[src/rtl/bldc_duty_ramp.sv]
// Command-side duty slew and reversal sequencer in front of the table-driven BLDC driver.
// Optional feature: define BLDC_DUTY_RAMP_MIN_DUTY_EN to enable the min_duty floor on ramps.
module bldc_duty_ramp #(
    parameter int unsigned clk_freq_hz     = 54_000_000,
    parameter int unsigned duty_width      = 11,
    parameter int unsigned counter_width   = 32,
    parameter int unsigned max_duty        = 1000,
    parameter int unsigned ramp_step       = 1,
    parameter int unsigned ramp_step_us    = 10,
    parameter int unsigned stop_rpm        = 30,
    parameter int unsigned stop_timeout_ms = 500,
    parameter int unsigned min_duty        = 80
) (
    input  logic                     sys_clk,
    input  logic                     reset,
    input  logic                     cmd_valid,
    output logic                     cmd_ready,
    input  logic                     cmd_enable,
    input  logic [1:0]               cmd_direction,
    input  logic [duty_width-1:0]    cmd_duty,
    input  logic [counter_width-1:0] rpm,
    input  logic [2:0]               driver_state,
    input  logic                     hall_error,
    output logic                     enable,
    output logic [1:0]               direction,
    output logic [duty_width-1:0]    pwm_duty,
    output logic                     ramp_active,
    output logic [2:0]               ramp_state
);

    localparam int unsigned TICK_DIV    = (clk_freq_hz / 1_000_000) * ramp_step_us;
    localparam int unsigned PW          = (TICK_DIV > 1) ? $clog2(TICK_DIV) : 1;
    localparam int unsigned TIMEOUT_CYC = (clk_freq_hz / 1000) * stop_timeout_ms;
    localparam int unsigned TW          = (TIMEOUT_CYC > 1) ? $clog2(TIMEOUT_CYC) : 1;

    localparam logic [PW-1:0]            TICK_LAST = PW'(TICK_DIV - 1);
    localparam logic [TW-1:0]            TO_LAST   = TW'(TIMEOUT_CYC - 1);
    localparam logic [duty_width-1:0]    MAX_D     = duty_width'(max_duty);
    localparam logic [duty_width:0]      STEP_X    = (duty_width + 1)'(ramp_step);
    localparam logic [counter_width-1:0] STOP_RPM  = counter_width'(stop_rpm);
`ifdef BLDC_DUTY_RAMP_MIN_DUTY_EN
    localparam logic [duty_width-1:0]    MIN_D     = duty_width'(min_duty);
`endif
    localparam logic [1:0]               DIR_NONE  = 2'd0;
    localparam logic [2:0]               DRV_ERROR = 3'd3;

    typedef enum logic [2:0] {
        S_IDLE      = 3'd0,
        S_RAMP      = 3'd1,
        S_HOLD      = 3'd2,
        S_BRAKE     = 3'd3,
        S_WAIT_STOP = 3'd4,
        S_FAULT     = 3'd5
    } state_t;

    function automatic logic [duty_width-1:0] clamp_target(input logic [duty_width-1:0] d);
        logic [duty_width-1:0] t;
        t = (d > MAX_D) ? MAX_D : d;
`ifdef BLDC_DUTY_RAMP_MIN_DUTY_EN
        if (t != '0 && t < MIN_D) t = MIN_D;
`endif
        return t;
    endfunction

    // One step toward tgt; arithmetic is one bit wider so overflow/underflow saturate at tgt.
    function automatic logic [duty_width-1:0] ramp_next(input logic [duty_width-1:0] cur,
                                                        input logic [duty_width-1:0] tgt);
        logic [duty_width:0]   up;
        logic [duty_width:0]   dn;
        logic [duty_width-1:0] nxt;
        up  = {1'b0, cur} + STEP_X;
        dn  = {1'b0, cur} - STEP_X;
        nxt = cur;
        if (cur < tgt) begin
            nxt = (up >= {1'b0, tgt}) ? tgt : up[duty_width-1:0];
`ifdef BLDC_DUTY_RAMP_MIN_DUTY_EN
            if (cur == '0) nxt = (tgt < MIN_D) ? tgt : MIN_D;
`endif
        end else if (cur > tgt) begin
            nxt = (dn[duty_width] || dn[duty_width-1:0] <= tgt) ? tgt : dn[duty_width-1:0];
`ifdef BLDC_DUTY_RAMP_MIN_DUTY_EN
            if (nxt < MIN_D) nxt = '0;
`endif
        end
        return nxt;
    endfunction

    state_t                  state_q, state_d;
    logic [PW-1:0]           presc_q, presc_d;
    logic [TW-1:0]           wait_q, wait_d;
    logic                    enable_q, enable_d;
    logic [1:0]              dir_q, dir_d;
    logic [1:0]              pend_dir_q, pend_dir_d;
    logic [duty_width-1:0]   duty_q, duty_d;
    logic [duty_width-1:0]   target_q, target_d;
    logic [duty_width-1:0]   cmd_tgt_q, cmd_tgt_d;
    logic                    ramp_active_q, ramp_active_d;
    logic                    ready_q, ready_d;

    logic                    tick;
    logic                    accept;
    logic                    fault;
    logic [duty_width-1:0]   new_tgt;
    logic [duty_width-1:0]   step_duty;

    always_comb begin
        tick      = (presc_q == TICK_LAST);
        accept    = cmd_valid & ready_q;
        fault     = hall_error | (driver_state == DRV_ERROR);
        new_tgt   = clamp_target(cmd_duty);
        step_duty = ramp_next(duty_q, target_q);

        state_d    = state_q;
        presc_d    = tick ? '0 : presc_q + 1'b1;
        wait_d     = '0;
        enable_d   = enable_q;
        dir_d      = dir_q;
        pend_dir_d = pend_dir_q;
        duty_d     = duty_q;
        target_d   = target_q;
        cmd_tgt_d  = cmd_tgt_q;

        if (fault) begin
            state_d  = S_FAULT;
            enable_d = 1'b0;
            dir_d    = DIR_NONE;
            duty_d   = '0;
            target_d = '0;
        end else begin
            unique case (state_q)
                S_IDLE: begin
                    if (accept && cmd_enable && cmd_direction != DIR_NONE && new_tgt != '0) begin
                        state_d   = S_RAMP;
                        enable_d  = 1'b1;
                        dir_d     = cmd_direction;
                        target_d  = new_tgt;
                        cmd_tgt_d = new_tgt;
                    end
                end
                S_RAMP, S_HOLD: begin
                    if (accept && !cmd_enable) begin
                        state_d  = S_IDLE;
                        enable_d = 1'b0;
                        dir_d    = DIR_NONE;
                        duty_d   = '0;
                        target_d = '0;
                    end else if (accept && cmd_direction != DIR_NONE && cmd_direction != dir_q) begin
                        pend_dir_d = cmd_direction;
                        cmd_tgt_d  = new_tgt;
                        target_d   = '0;
                        if (duty_q != '0) begin
                            state_d = S_BRAKE;
                        end else begin
                            state_d  = S_WAIT_STOP;
                            enable_d = 1'b0;
                        end
                    end else if (accept) begin
                        target_d  = new_tgt;
                        cmd_tgt_d = new_tgt;
                        state_d   = (duty_q == new_tgt) ? S_HOLD : S_RAMP;
                    end else if (state_q == S_RAMP) begin
                        if (tick) duty_d = step_duty;
                        state_d = (duty_d == target_q) ? S_HOLD : S_RAMP;
                    end
                end
                S_BRAKE: begin
                    if (tick) duty_d = step_duty;
                    if (duty_d == '0) begin
                        state_d  = S_WAIT_STOP;
                        enable_d = 1'b0;
                    end
                end
                S_WAIT_STOP: begin
                    // Swap once the motor is slow enough, or give up waiting after the timeout.
                    if (rpm <= STOP_RPM || wait_q == TO_LAST) begin
                        state_d  = S_RAMP;
                        enable_d = 1'b1;
                        dir_d    = pend_dir_q;
                        target_d = cmd_tgt_q;
                    end else begin
                        wait_d = wait_q + 1'b1;
                    end
                end
                S_FAULT: begin
                    if (accept && !cmd_enable) state_d = S_IDLE;
                end
                default: begin
                    state_d  = S_IDLE;
                    enable_d = 1'b0;
                    dir_d    = DIR_NONE;
                    duty_d   = '0;
                    target_d = '0;
                end
            endcase
        end

        ready_d       = (state_d != S_BRAKE) && (state_d != S_WAIT_STOP);
        ramp_active_d = (duty_d != target_d);
    end

    always_ff @(posedge sys_clk or posedge reset) begin
        if (reset) begin
            state_q       <= S_IDLE;
            presc_q       <= '0;
            wait_q        <= '0;
            enable_q      <= 1'b0;
            dir_q         <= DIR_NONE;
            pend_dir_q    <= DIR_NONE;
            duty_q        <= '0;
            target_q      <= '0;
            cmd_tgt_q     <= '0;
            ramp_active_q <= 1'b0;
            ready_q       <= 1'b1;
        end else begin
            state_q       <= state_d;
            presc_q       <= presc_d;
            wait_q        <= wait_d;
            enable_q      <= enable_d;
            dir_q         <= dir_d;
            pend_dir_q    <= pend_dir_d;
            duty_q        <= duty_d;
            target_q      <= target_d;
            cmd_tgt_q     <= cmd_tgt_d;
            ramp_active_q <= ramp_active_d;
            ready_q       <= ready_d;
        end
    end

    assign cmd_ready   = ready_q;
    assign enable      = enable_q;
    assign direction   = dir_q;
    assign pwm_duty    = duty_q;
    assign ramp_active = ramp_active_q;
    assign ramp_state  = state_q;

endmodule
[config.mk]
export PLATFORM = sky130hd
export DESIGN_NAME = bldc_duty_ramp
export DESIGN_NICKNAME = d
export VERILOG_FILES = /design/src/rtl/bldc_duty_ramp.sv
export SDC_FILE = /design/constraint.sdc
export NUM_CORES = 1
export LEC_CHECK = 0
export BUFFER_PORTS_ARGS = -buffer_cell sky130_fd_sc_hd__buf_2
export CAP_MARGIN = 20
export CORE_MARGIN = 2
export CORE_UTILIZATION = 30
export CTS_CLUSTER_DIAMETER = 120
export DETAILED_ROUTE_END_ITERATION = 16
export PLACE_DENSITY = 0.54
export SYNTH_ARGS = -nofsm -noshare
export SYNTH_HDL_FRONTEND = slang
export SYNTH_SLANG_ARGS = --single-unit
[constraint.sdc]
create_clock -name sys_clk -period 11.15 [get_ports sys_clk]
set_clock_uncertainty 0.05 [all_clocks]
set_input_delay 0 -clock sys_clk [delete_from_list [all_inputs] [get_ports sys_clk]]
set_output_delay 0 -clock sys_clk [all_outputs]
set_load 0.01 [all_outputs]
==> results of run 1 <==
worst reg2reg max path, cell delays in order, from the launching register on:
cell and delay (ns):
dfrtp_1 0.51, clkinv_1 0.28, ha_1 0.23, nor3b_1 0.44, nand2_1 0.28, nor4_1 0.30
xor2_1 0.39, ha_1 0.20, and3_1 0.17, nand4_1 0.13, o21a_1 0.25, a21oi_1 0.59
buf_4 0.28, mux2i_1 0.21, a22o_1 0.26, a21oi_1 0.11, a2111oi_2 0.33, nand4_1 0.25
nor2b_4 0.21, nor4_1 0.25, o31a_1 0.16
layer usage:
layer | GRT usage [%] | vias up | wire length, µm
met5 | 0 | - | 0
met4 | 7.98 | 0 | 824
met3 | 3.03 | 54 | 2080
met2 | 30.4 | 375 | 10400
met1 | 28.5 | 3362 | 10500
li1 | - | 3308 | -
cell type report:
class | instances | area share, %
multi-input cells | 687 | 57.6
flip-flops and latches | 78 | 25.0
repair buffers | 90 | 6.74
well taps | 285 | 4.57
clock buffers | 10 | 2.93
inverters | 45 | 2.18
clock inverters | 6 | 0.898
power breakdown:
| part | internal [µW] | total (µW) | leakage (µW) | switching [µW] |
|---|---|---|---|---|
| sequential | 305 | 325 | 0.00105 | 19.7 |
| clock | 175 | 298 | 0.000135 | 124 |
| combinational | 57.9 | 157 | 0.00207 | 99.0 |
state kept, by name (all words and copies together) (netlist names):
name	cells
pwm_duty	11
ramp_state	3
enable	1
direction	2
ramp_active	1
cmd_tgt_q	11
wait_q	25
target_q	11
presc_q	10
cmd_ready	1
pend_dir_q	2
layout by cell type, fill, tap and decap left out, drive strengths merged, types with 5 or more instances in the layout:
master,Yosys,final
nand2,77,77
and4,7,7
a31oi,7,7
buf,11,82
dfrtp,77,77
nand2b,7,7
inv,43,43
a21oi,49,49
ha,36,36
dlygate4sd3,0,8
nor2b,9,9
o22ai,10,10
xor2,28,28
a222oi,9,9
nor4,20,20
a41oi,5,5
o2111ai,13,13
o21a,10,10
nand3,33,33
a22oi,8,8
a21o,8,8
xnor2,30,30
and3,15,15
nor2,96,96
o21ai,56,56
o32ai,6,6
and2,8,8
nand4,18,18
o211ai,7,7
a211oi,16,16
clkbuf,34,10
mux2,8,8
nor3,22,22
kinds of logic (layout without fill, tap and decap cells):
kind of cell    count (synthesis)  after routing  synth area share [%]
simple gates                  330            330                  24.1
compound gates                253            253                  26.2
buf+inv                        90            151                  5.21
flops                          78             78                  28.8
xor+xnor                       58             58                  7.48
fa+ha+maj                      36             36                  6.63
mux                            10             10                  1.62
stage by stage:
stage / worst slack [ns] / instance area (µm²) / instances / util (%) / hold WS, ns
floorplan: 6.50 / 6790 / 855 / - / 0.0860
global placement: 5.31 / 7400 / 1175 / 33.0 / -0.174
detailed placement: 5.23 / 7420 / 1176 / 33.1 / -0.174
CTS: 5.16 / 7790 / 1200 / 34.7 / 0.00385
global route: 4.66 / 7800 / 1201 / 34.8 / 0.0272
finish: 5.18 / 7800 / 1201 / 34.8 / 0.00520
synth_stat cells (all sizes together), types with 7 or more instances:
cell type,number,area [µm²]
nor2,96,360
and3,15,93.8
nand2,77,289
xnor2,30,263
nand2b,7,43.8
a31oi,7,43.8
o211ai,7,52.6
xor2,28,245
inv,43,161
o21a,10,75.1
buf,11,57.6
nand4,18,113
a211oi,16,125
clkbuf,34,128
a222oi,9,90.1
dfrtp,77,1930
nor4,20,144
a21oi,49,253
nor2b,9,63.8
and4,7,61.3
nand3,33,165
and2,8,50.1
ha,36,450
mux2,8,90.1
a21o,8,60.1
o21ai,56,284
o2111ai,13,114
o22ai,10,62.6
a22oi,8,60.1
nor3,22,115
how the worst max path moves through the flow:
stage                       endpoint  slack, ns  cells after the start
2_1_floorplan  ramp_active$_DFF_PP0_       6.50                     21
3_3_place_gp     cmd_ready$_DFF_PP1_       5.31                     19
3_5_place_dp     cmd_ready$_DFF_PP1_       5.23                     19
4_1_cts          cmd_ready$_DFF_PP1_       5.16                     19
5_1_grt          cmd_ready$_DFF_PP1_       4.66                     20
6_report         cmd_ready$_DFF_PP1_       5.18                     20
==> summary.txt, run 1 <==
Share of cells above drive strength 1 - 14.0%
DIE WIDTH - 154 µm
Post CTS Setup Buffer Count - 0
Initial antenna violation count - 0
Pwr per Cell Area - 100 nW/µm²
HPWL Detailed - 17.9 mm
R2r endpoint - cmd_ready$_DFF_PP1_
CP bufs+invs - 2
Reg clk slew, reported paths - 0.06 ns
Fin nets - 1000
Worst stage delay on the critical path - 0.59 ns
Clk_lat worst skew - 0.34 ns
Area Growth Syn to Fin - 14.9%
CTS root buf - clkbuf_16
Sequential fraction of the synthesis area - 28.8%
RSZ-0062 raised after global routing - no
Actual slew at the worst max-slew pin - 0.975 ns
Die area - 23900 µm²
CP max-delay cell - a21oi_1
Final GP Congestion - 0.993
Core area - 22400 µm²
Critical hold path startpoint - driver_state[0]
Post-DRT Antenna Nets - 0
WHS Endpoint - enable$_DFFE_PP0P_
Post-synth EDFFs - 0
CTS HTree Levels - 3
Fmax - 167 MHz
Starting DRT DRC Count - 788
Input/output buffers - 71
Die Ht - 154 µm
Initial DRT Pass Iterations - 6
Worst slew margin - 34.8%
Setup crit start - pwm_duty[0]$_DFF_PP0_
# IOs - 72
Synthesized cell area - 6790 µm²
Min-Delay Path Class - input port to flip-flop
Worst-path cell chain - clkinv_1, ha_1, nor3b_1, nand2_1, nor4_1, xor2_1, ha_1, and3_1, nand4_1, o21a_1, a21oi_1, buf_4, mux2i_1, a22o_1, a21oi_1, a2111oi_2, nand4_1, nor2b_4, nor4_1, o31a_1
Leakage Power - 0.00326 µW
Worst flop-to-flop path startpoint - pwm_duty[0]$_DFF_PP0_
Multi-input gate area - 4500 µm²
Synth Flop Type - dfrtp_1
TritonCTS Buffers - 9
Post-route minimum period - 5.97 ns
Worst EP arrival - 6.19 ns
Largest net degree at the start of global routing - 74
WS Path Type - flip-flop to flip-flop
Vias/cell - 5.91
Synthesized instance count - 855
Vias in the first global route - 6781
Starting Density - 30.3%
Num rows - 55
Crit-path leading delay family - simple AND/OR/NAND/NOR gates
Final Max Tran Viols - 0
Avg Inst Size Synth - 7.94 µm²
Final period utilization - 53.6%
Outcome - complete, no violations
Clock Path Buffers - 2
WHS Path Cells - 3
# setup viols final - 0
Fillers - 2384
# hold bufs at CTS - 8
Wire per inst - 19.9 µm
Num Clock Sinks - 78
Worst VDD drop - 73.8 µV
Max Cap Viol - 0
CP Max Fanout - 10
Ys async rst share - 100%
Final WL - 23.9 mm
First-pass GRT wire length - 38.1 mm
Reg2reg setup slack - 5.18 ns
Worst setup SP type - flip-flop
Unique masters post-synth - 82
CP Capture Type - flip-flop
Power Total - 780 µW
N_diodes - 0
Register area - 1950 µm²
TritonCTS clock tree - built
Total Routing Usage GR - 20.0%
Yosys reg bits - 78
R2R cell count - 20
Gr ovfl total - 0
Resized cells post-CTS - 0
Setup TNS - 0 ns
Warning count from the yosys run - 0
Required time of the critical path - 11.37 ns
Via count - 7099
Post-Syn Nets - 944
# DRC - 0
Final hold vios - 0
No activity file was read; power rests on OpenSTA's default activity.
==> run 2, diff against run 1 <==
--- a/config.mk
+++ b/config.mk
@@ -5,6 +5,7 @@
 export SDC_FILE = /design/constraint.sdc
 export NUM_CORES = 1
 export LEC_CHECK = 0
+export ABC_AREA = 1
 export BUFFER_PORTS_ARGS = -buffer_cell sky130_fd_sc_hd__buf_2
 export CAP_MARGIN = 20
 export CORE_MARGIN = 2
==> constraint.sdc (replaced) <==
create_clock -name sys_clk -period 5.8 [get_ports sys_clk]
set_clock_uncertainty 0.05 [all_clocks]
set_input_delay 0 -clock sys_clk [delete_from_list [all_inputs] [get_ports sys_clk]]
set_output_delay 0 -clock sys_clk [all_outputs]
set_load 0.01 [all_outputs]
==> run 2 against run 1 <==
  * Routed wire length down 7.1%
  * Utilization up 0.20 points
  * Critical endpoint is now enable$_DFFE_PP0P_
  * Critical path depth up 7
  * Count of clock-buffer cells in the layout unchanged
  * Fmax up 26%
  * Final area up 2.1%
  * Setup slack worse by 4.1 ns
  * Global-route usage down 1.5 points
  * Register-to-register slack worse by 4.1 ns
  * Die area up 2.8%
  * Sequential power up 96%
  * Synthesized cell count up 28%
==> summary.txt, run 2 <==
Die Ht - 157 µm (+1.4%)
Synth Area in Simple Gates - 39.2% (+15 points)
Post-Syn Nets - 1187 (+26%)
Post-DRT Antenna Nets - 0 (unchanged)
Num Clock Sinks - 78 (unchanged)
Reg2reg setup slack - 1.05 ns (-4.12 ns)
Final hold vios - 0 (unchanged)
Core area - 22800 µm² (+1.5%)
Max FFs per register - 25 (unchanged)
Final Max Tran Viols - 0 (unchanged)
Worst flop-to-flop path startpoint - pwm_duty[1]$_DFF_PP0_
Setup crit start - pwm_duty[1]$_DFF_PP0_
Required time of the critical path - 6.03 ns (-5.34 ns)
Clock Path Buffers - 2 (unchanged)
Area Growth Syn to Fin - 14.1%
# DRC - 0 (unchanged)
Most numerous cell in the Yosys netlist - nand2_1
Synth Flop Type - dfrtp_1
Synthesized instance count - 1098 (+28%)
Largest register by flop count - wait_q
RSZ-0062 raised after global routing - no
Vias in the first global route - 6771 (-0.15%)
Wire per inst - 15.0 µm (-25%)
Vias/cell - 4.87 (-18%)
WS Path Type - flip-flop to flip-flop
WHS - 0.0176 ns (+0.0124 ns)
Fmax - 211 MHz (+26%)
Die area - 24500 µm² (+2.8%)
Unique masters post-synth - 47 (-43%)
Area contributors post-synth - dfrtp_1, nand2_1, inv_1, ha_1, nand3_1
Min-Delay Path Class - input port to flip-flop
Yosys top cell by area - dfrtp_1
Ys async rst share - 100% (unchanged)
Post-route minimum period - 4.75 ns (-1.23 ns)
Post-synth EDFFs - 0 (unchanged)
Reg clk slew, reported paths - 0.06 ns (about the same)
Initial DRT Pass Iterations - 5 (-1)
Final GP Congestion - 0.913 (-8.1%)
TritonCTS Buffers - 9 (unchanged)
Routed met2 length - 10.1 mm (-3.6%)
Uppermost layer routed - met4
First-pass GRT wire length - 35.8 mm (-5.9%)
Power Total - 1670 µW (+110%)
Worst setup SP type - flip-flop
Initial antenna violation count - 0 (unchanged)
CP Capture Type - flip-flop
Worst VDD drop - 164 µV (+120%)
Routed met3 length - 1.57 mm (-24%)
CP Max Fanout - 12 (+2)
Routed length on met1 - 10.2 mm (-2.9%)
Setup TNS - 0 ns (unchanged)
Avg Inst Size Synth - 6.36 µm² (-20%)
Outcome - complete, no violations
Starting Density - 30.7% (+0.39 points)
CTS HTree Levels - 3 (unchanged)
Synth Area in Compound Gates - 11.9% (-14 points)
Input/output buffers - 71 (unchanged)
Worst EP arrival - 4.98 ns (-1.21 ns)
# IOs - 72 (unchanged)
Leakage Power - 0.00412 µW (+26%)
Via count - 7229 (+1.8%)
Post-synthesis mux area share - 0% (-1.6 points)
Num rows - 55 (unchanged)
# setup viols final - 0 (unchanged)
Warning count from the yosys run - 0 (unchanged)
Finished Cell Area - 7970 µm² (+2.1%)
TritonCTS clock tree - built
Gr ovfl total - 0 (unchanged)
Post-Synth Adder-Cell Area - 6.45% (-0.18 points)
Placed cell area - 7620 µm² (+2.8%)
Commonest non-fill, non-tap cell in the layout - nand2_1
Final period utilization - 81.8% (+28 points)
Synth Area in XOR/XNOR - 2.88% (-4.6 points)
Pwr per Cell Area - 210 nW/µm² (+110%)
Sequential fraction of the synthesis area - 28.0% (-0.80 points)
DIE WIDTH - 157 µm (+1.4%)
Post-synth top cells - nand2_1, inv_1, nor2_1
Critical hold path startpoint - cmd_duty[6]
Most frequent cells in the layout - nand2_1, inv_1, nor2_1
Final WL - 22.2 mm (-7.1%)
Max Cap Viol - 0 (unchanged)
Main combinational cell family by area after synthesis - simple AND/OR/NAND/NOR gates
Largest net degree at the start of global routing - 79 (+6.8%)
HPWL Detailed - 17.5 mm (-2.0%)
Actual slew at the worst max-slew pin - 0.831 ns (-0.144 ns)
Fin nets - 1254 (+25%)
Clk_lat worst skew - 0.34 ns (about the same)
Yosys reg bits - 78 (unchanged)
Final Core Density - 35.0% (+0.20 points)
Worst slew margin - 44.4% (+9.6 points)
N_diodes - 0 (unchanged)
Starting DRT DRC Count - 546 (-31%)
Total Routing Usage GR - 18.5% (-1.5 points)
CTS root buf - clkbuf_16
Share of cells above drive strength 1 - 12.5% (-1.5 points)
Synthesized cell area - 6980 µm² (+2.9%)
Post-synth top area share - 27.6% (-0.79 points)
Post CTS Setup Buffer Count - 0 (unchanged)
-- run 2: cell types whose count changed after synthesis, sizes merged, moves of 13 or more --
| cell | delta |
|---|---|
| nor2 | +13 |
| inv | +128 |
| clkbuf | -24 |
| a211oi | -15 |
| nand3 | +59 |
| xnor2 | -25 |
| nand2 | +262 |
| and3 | -15 |
| o21ai | +22 |
-- run 2: layout make-up --
type	count	area (µm²)
clock buffer	10	239
clock inverter	6	51.3
fill	2513	14800
inverter	175	662
multi-input combinational	822	4230
sequential	78	1950
tap	313	392
timing repair buffer	79	443
-- run 2: worst paths after layout --
| kind | endpoint | depth (start not counted) |
|---|---|---|
| worst max-delay path | enable$_DFFE_PP0P_ | 27 |
| worst min register to register | wait_q[0]$_DFF_PP0_ | 1 |
| worst max register to register | enable$_DFFE_PP0P_ | 27 |
| min in group asynchronous | presc_q[6]$_DFF_PP0_ | 4 |
| max in group asynchronous | cmd_ready$_DFF_PP1_ | 5 |
| worst min-delay path | cmd_tgt_q[6]$_DFFE_PP0P_ | 3 |
-- run 2: power breakdown --
| part | switching [µW] | total [µW] | internal (µW) |
|---|---|---|---|
| registers | 37.1 | 636 | 599 |
| logic | 332 | 490 | 158 |
| clock network | 240 | 548 | 308 |
| total | 609 | 1670 | 1060 |
-- run 2: cell families (layout without fill, tap and decap cells) --
logic type	after synthesis	count (layout)
AO/OA/AOI/OAI	151	151
XOR/XNOR	23	23
adder cells (fa/ha/maj)	36	36
buffers and inverters	198	270
flip-flops	78	78
AND/OR/NAND/NOR	612	612
-- run 2: what timing repair did --
item                                   in CTS  in global routing
gates resized for setup                     0                  0
endpoints found under the hold margin      79                  0
hold buffers                                3                  0
-- run 2: worst max-delay path, cell delays in order, from the launching register on --
cell	delay [ns]
dfrtp_1	0.46
inv_1	0.25
ha_1	0.24
nand2_1	0.08
nor2_1	0.21
nand2_1	0.12
o21ai_0	0.16
nand2_1	0.11
ha_1	0.31
nand2_1	0.06
nor2_1	0.13
and2_1	0.16
nand2_1	0.05
nand3_1	0.34
nand2_4	0.19
nand2_1	0.10
nand3_1	0.06
nand2_1	0.07
clkinv_1	0.07
nand2_2	0.09
nand2_2	0.06
nor4_1	0.56
and2_1	0.25
nand3_2	0.09
nand2_1	0.13
a21oi_1	0.07
nand3b_1	0.16
inv_1	0.06
-- run 2: layer usage --
layer	global-route usage, %	vias to the layer above
li1	-	3681
met1	26.0	3267
met2	30.8	262
met3	1.88	19
met4	3.71	0
met5	0	-
-- run 2: through the flow --
step | setup slack [ns] | instances
final | 1.05 | 1483
after global routing | 0.691 | 1483
after CTS | 1.13 | 1482
after detailed placement | 1.13 | 1463
after global placement | 1.31 | 1463
after floorplan | 2.21 | 1098
==> run 3, diff against run 2 <==
--- a/config.mk
+++ b/config.mk
@@ -12,7 +12,7 @@
 export CORE_UTILIZATION = 30
 export CTS_CLUSTER_DIAMETER = 120
 export DETAILED_ROUTE_END_ITERATION = 16
-export PLACE_DENSITY = 0.54
+export PLACE_DENSITY = 0.56
 export SYNTH_ARGS = -nofsm -noshare
 export SYNTH_HDL_FRONTEND = slang
 export SYNTH_SLANG_ARGS = --single-unit
==> constraint.sdc (replaced) <==
create_clock -name sys_clk -period 4 [get_ports sys_clk]
set_clock_uncertainty 0.05 [all_clocks]
set_input_delay 0 -clock sys_clk [delete_from_list [all_inputs] [get_ports sys_clk]]
set_output_delay 0 -clock sys_clk [all_outputs]
set_load 0.01 [all_outputs]
==> run 3 against run 2 <==
  * Via count grew 5.7%
  * Setup slack worse by 0.81 ns
  * Count of clock-buffer cells in the layout did not move
  * Utilization grew 4.6 points
  * Worst hold slack got worse by 0.0090 ns
  * Combinational power is 60% higher
  * Clock power grew 64%
  * Fmax increased by 26%
  * Flip-flop and latch count unchanged
==> summary.txt, run 3 (synthesis results as in run 2) <==
Outcome - complete, no violations
Placed cell area - 8000 µm² (+5.0%)
Worst VDD drop - 153 µV (-6.2%)
Commonest non-fill, non-tap cell in the layout - nand2_1
DIE WIDTH - 157 µm (unchanged)
Clock Path Buffers - 2 (unchanged)
Multi-input gate area - 4580 µm² (+8.3%)
Total Routing Usage GR - 18.9% (+0.37 points)
Num Clock Sinks - 78 (unchanged)
Worst EP arrival - 4.00 ns (-0.98 ns)
Most frequent cells in the layout - nand2_1, inv_1, nor2_1
Post-route minimum period - 3.75 ns (-0.991 ns)
Via count - 7644 (+5.7%)
Share of cells above drive strength 1 - 23.4% (+11 points)
# setup viols final - 0 (unchanged)
WS Path Type - flip-flop to flip-flop
Final Core Density - 39.5% (+4.6 points)
Final GP Congestion - 0.940 (+3.0%)
CTS HTree Levels - 3 (unchanged)
Initial DRT Pass Iterations - 5 (unchanged)
Actual slew at the worst max-slew pin - 0.803 ns (-0.0285 ns)
Required time of the critical path - 4.24 ns (-1.79 ns)
Final Max Tran Viols - 0 (unchanged)
Register area - 1960 µm² (+0.26%)
R2R cell count - 28 (+3.7%)
Num rows - 55 (unchanged)
CP max-delay cell - dfrtp_1
CP Max Fanout - 5 (-7)
Final period utilization - 93.9% (+12 points)
Wire per inst - 14.9 µm (-0.48%)
Starting DRT DRC Count - 639 (+17%)
Area Growth Syn to Fin - 29.0%
Finished Cell Area - 9010 µm² (+13%)
Most used cell, CP - nand2_1
Input/output buffers - 71 (unchanged)
Min-Delay Path Class - input port to flip-flop
WHS Path Cells - 3 (unchanged)
Largest net degree at the start of global routing - 48 (-39%)
Initial antenna violation count - 0 (unchanged)
Worst stage delay on the critical path - 0.40 ns (-0.16 ns)
Fmax - 266 MHz (+26%)
Reg clk slew, reported paths - 0.07 ns (about the same)
Die Ht - 157 µm (unchanged)
# IOs - 72 (unchanged)
TritonCTS clock tree - built
Die area - 24500 µm² (unchanged)
Leakage Power - 0.00462 µW (+12%)
Fin nets - 1337 (+6.6%)
Worst setup SP type - flip-flop
Max Cap Viol - 0 (unchanged)
WHS - 0.00865 ns (-0.00900 ns)
CTS root buf - clkbuf_16
Vias in the first global route - 7056 (+4.2%)
# DRC - 0 (unchanged)
Final WL - 23.3 mm (+5.1%)
Vias/cell - 4.88 (+0.14%)
HPWL Detailed - 18.0 mm (+2.7%)
Clk_lat worst skew - 0.34 ns (about the same)
Max FFs per register - 25 (unchanged)
Worst slew margin - 46.4% (+2.0 points)
Pwr per Cell Area - 289 nW/µm² (+38%)
Dpl cells - 1514 (+3.5%)
Fin cells - 1566 (+5.6%)
Core area - 22800 µm² (unchanged)
First-pass GRT wire length - 36.5 mm (+1.8%)
CP Capture Type - flip-flop
Starting Density - 30.7% (unchanged)
Gr ovfl total - 0 (unchanged)
Largest register by flop count - wait_q
N_diodes - 0 (unchanged)
TritonCTS Buffers - 9 (unchanged)
Final hold vios - 0 (unchanged)
Post-DRT Antenna Nets - 0 (unchanged)
Fillers - 2431 (-3.3%)
run 3: cell count changes in the layout (fill, tap and decap cells not counted), sizes merged:
cell         previous run  this run
buf                    76       155
nand3                  92        93
inv                   173       171
bufinv                  0         2
clkinvlp                1         2
dlygate4sd3             3         5
run 3: layout make-up:
| cell class | instances | share of cell area (%) |
|---|---|---|
| inverter | 175 | 7.37 |
| clock buffer | 10 | 2.54 |
| sequential | 78 | 21.7 |
| timing repair inverter | 1 | 0.0833 |
| timing repair buffer | 160 | 12.1 |
| multi-input combinational | 823 | 50.8 |
| clock inverter | 6 | 1.04 |
| tap | 313 | 4.35 |
run 3: report_power, final:
part	switching, µW	internal, µW
clock network	348	551
registers	53.5	868
logic	500	287
run 3: routing by layer:
metal / global-route usage (%) / wire length, µm
met3: 1.88 / 1310
met2: 30.5 / 10700
met1: 26.9 / 10900
met4: 4.81 / 401
met5: 0 / 0
run 3: worst paths after layout:
kind	startpoint	end	slack (ns)
worst min register to register	wait_q[0]$_DFF_PP0_	wait_q[0]$_DFF_PP0_	0.41
min in group asynchronous	reset	ramp_active$_DFF_PP0_	0.28
max in group asynchronous	reset	cmd_ready$_DFF_PP1_	2.68
worst max-delay path	pwm_duty[1]$_DFF_PP0_	cmd_ready$_DFF_PP1_	0.25
worst max register to register	pwm_duty[1]$_DFF_PP0_	cmd_ready$_DFF_PP1_	0.25
worst min-delay path	cmd_duty[2]	cmd_tgt_q[2]$_DFFE_PP0P_	0.009
run 3: critical path: cells and delay by family (launching register included):
| family | cells | cell delay, ns |
|---|---|---|
| AND/OR/NAND/NOR | 20 | 1.97 |
| buffers and inverters | 4 | 0.45 |
| adder cells (fa/ha/maj) | 2 | 0.45 |
| flip-flops | 1 | 0.40 |
| XOR/XNOR | 1 | 0.19 |
| AO/OA/AOI/OAI | 1 | 0.18 |
run 3: what timing repair did:
action                                  4_1_cts  5_1_grt
gates cloned                                  0        2
resized for setup                             2       92
pin swaps                                     0       39
buffers inserted                              0       29
endpoints found under the setup margin        2        5
hold buffers                                  5        0
endpoints found under the hold margin        50        0
run 3: stage by stage:
step | worst slack [ns] | power [µW] | TNS, ns
final | 0.245 | 2610 | 0
after global routing | -0.0152 | 2770 | -0.0152
after floorplan | 0.409 | 1430 | 0
after CTS | 0.00733 | 2570 | 0
after detailed placement | 0.00582 | 1660 | 0
after global placement | 0.0711 | 1650 | 0
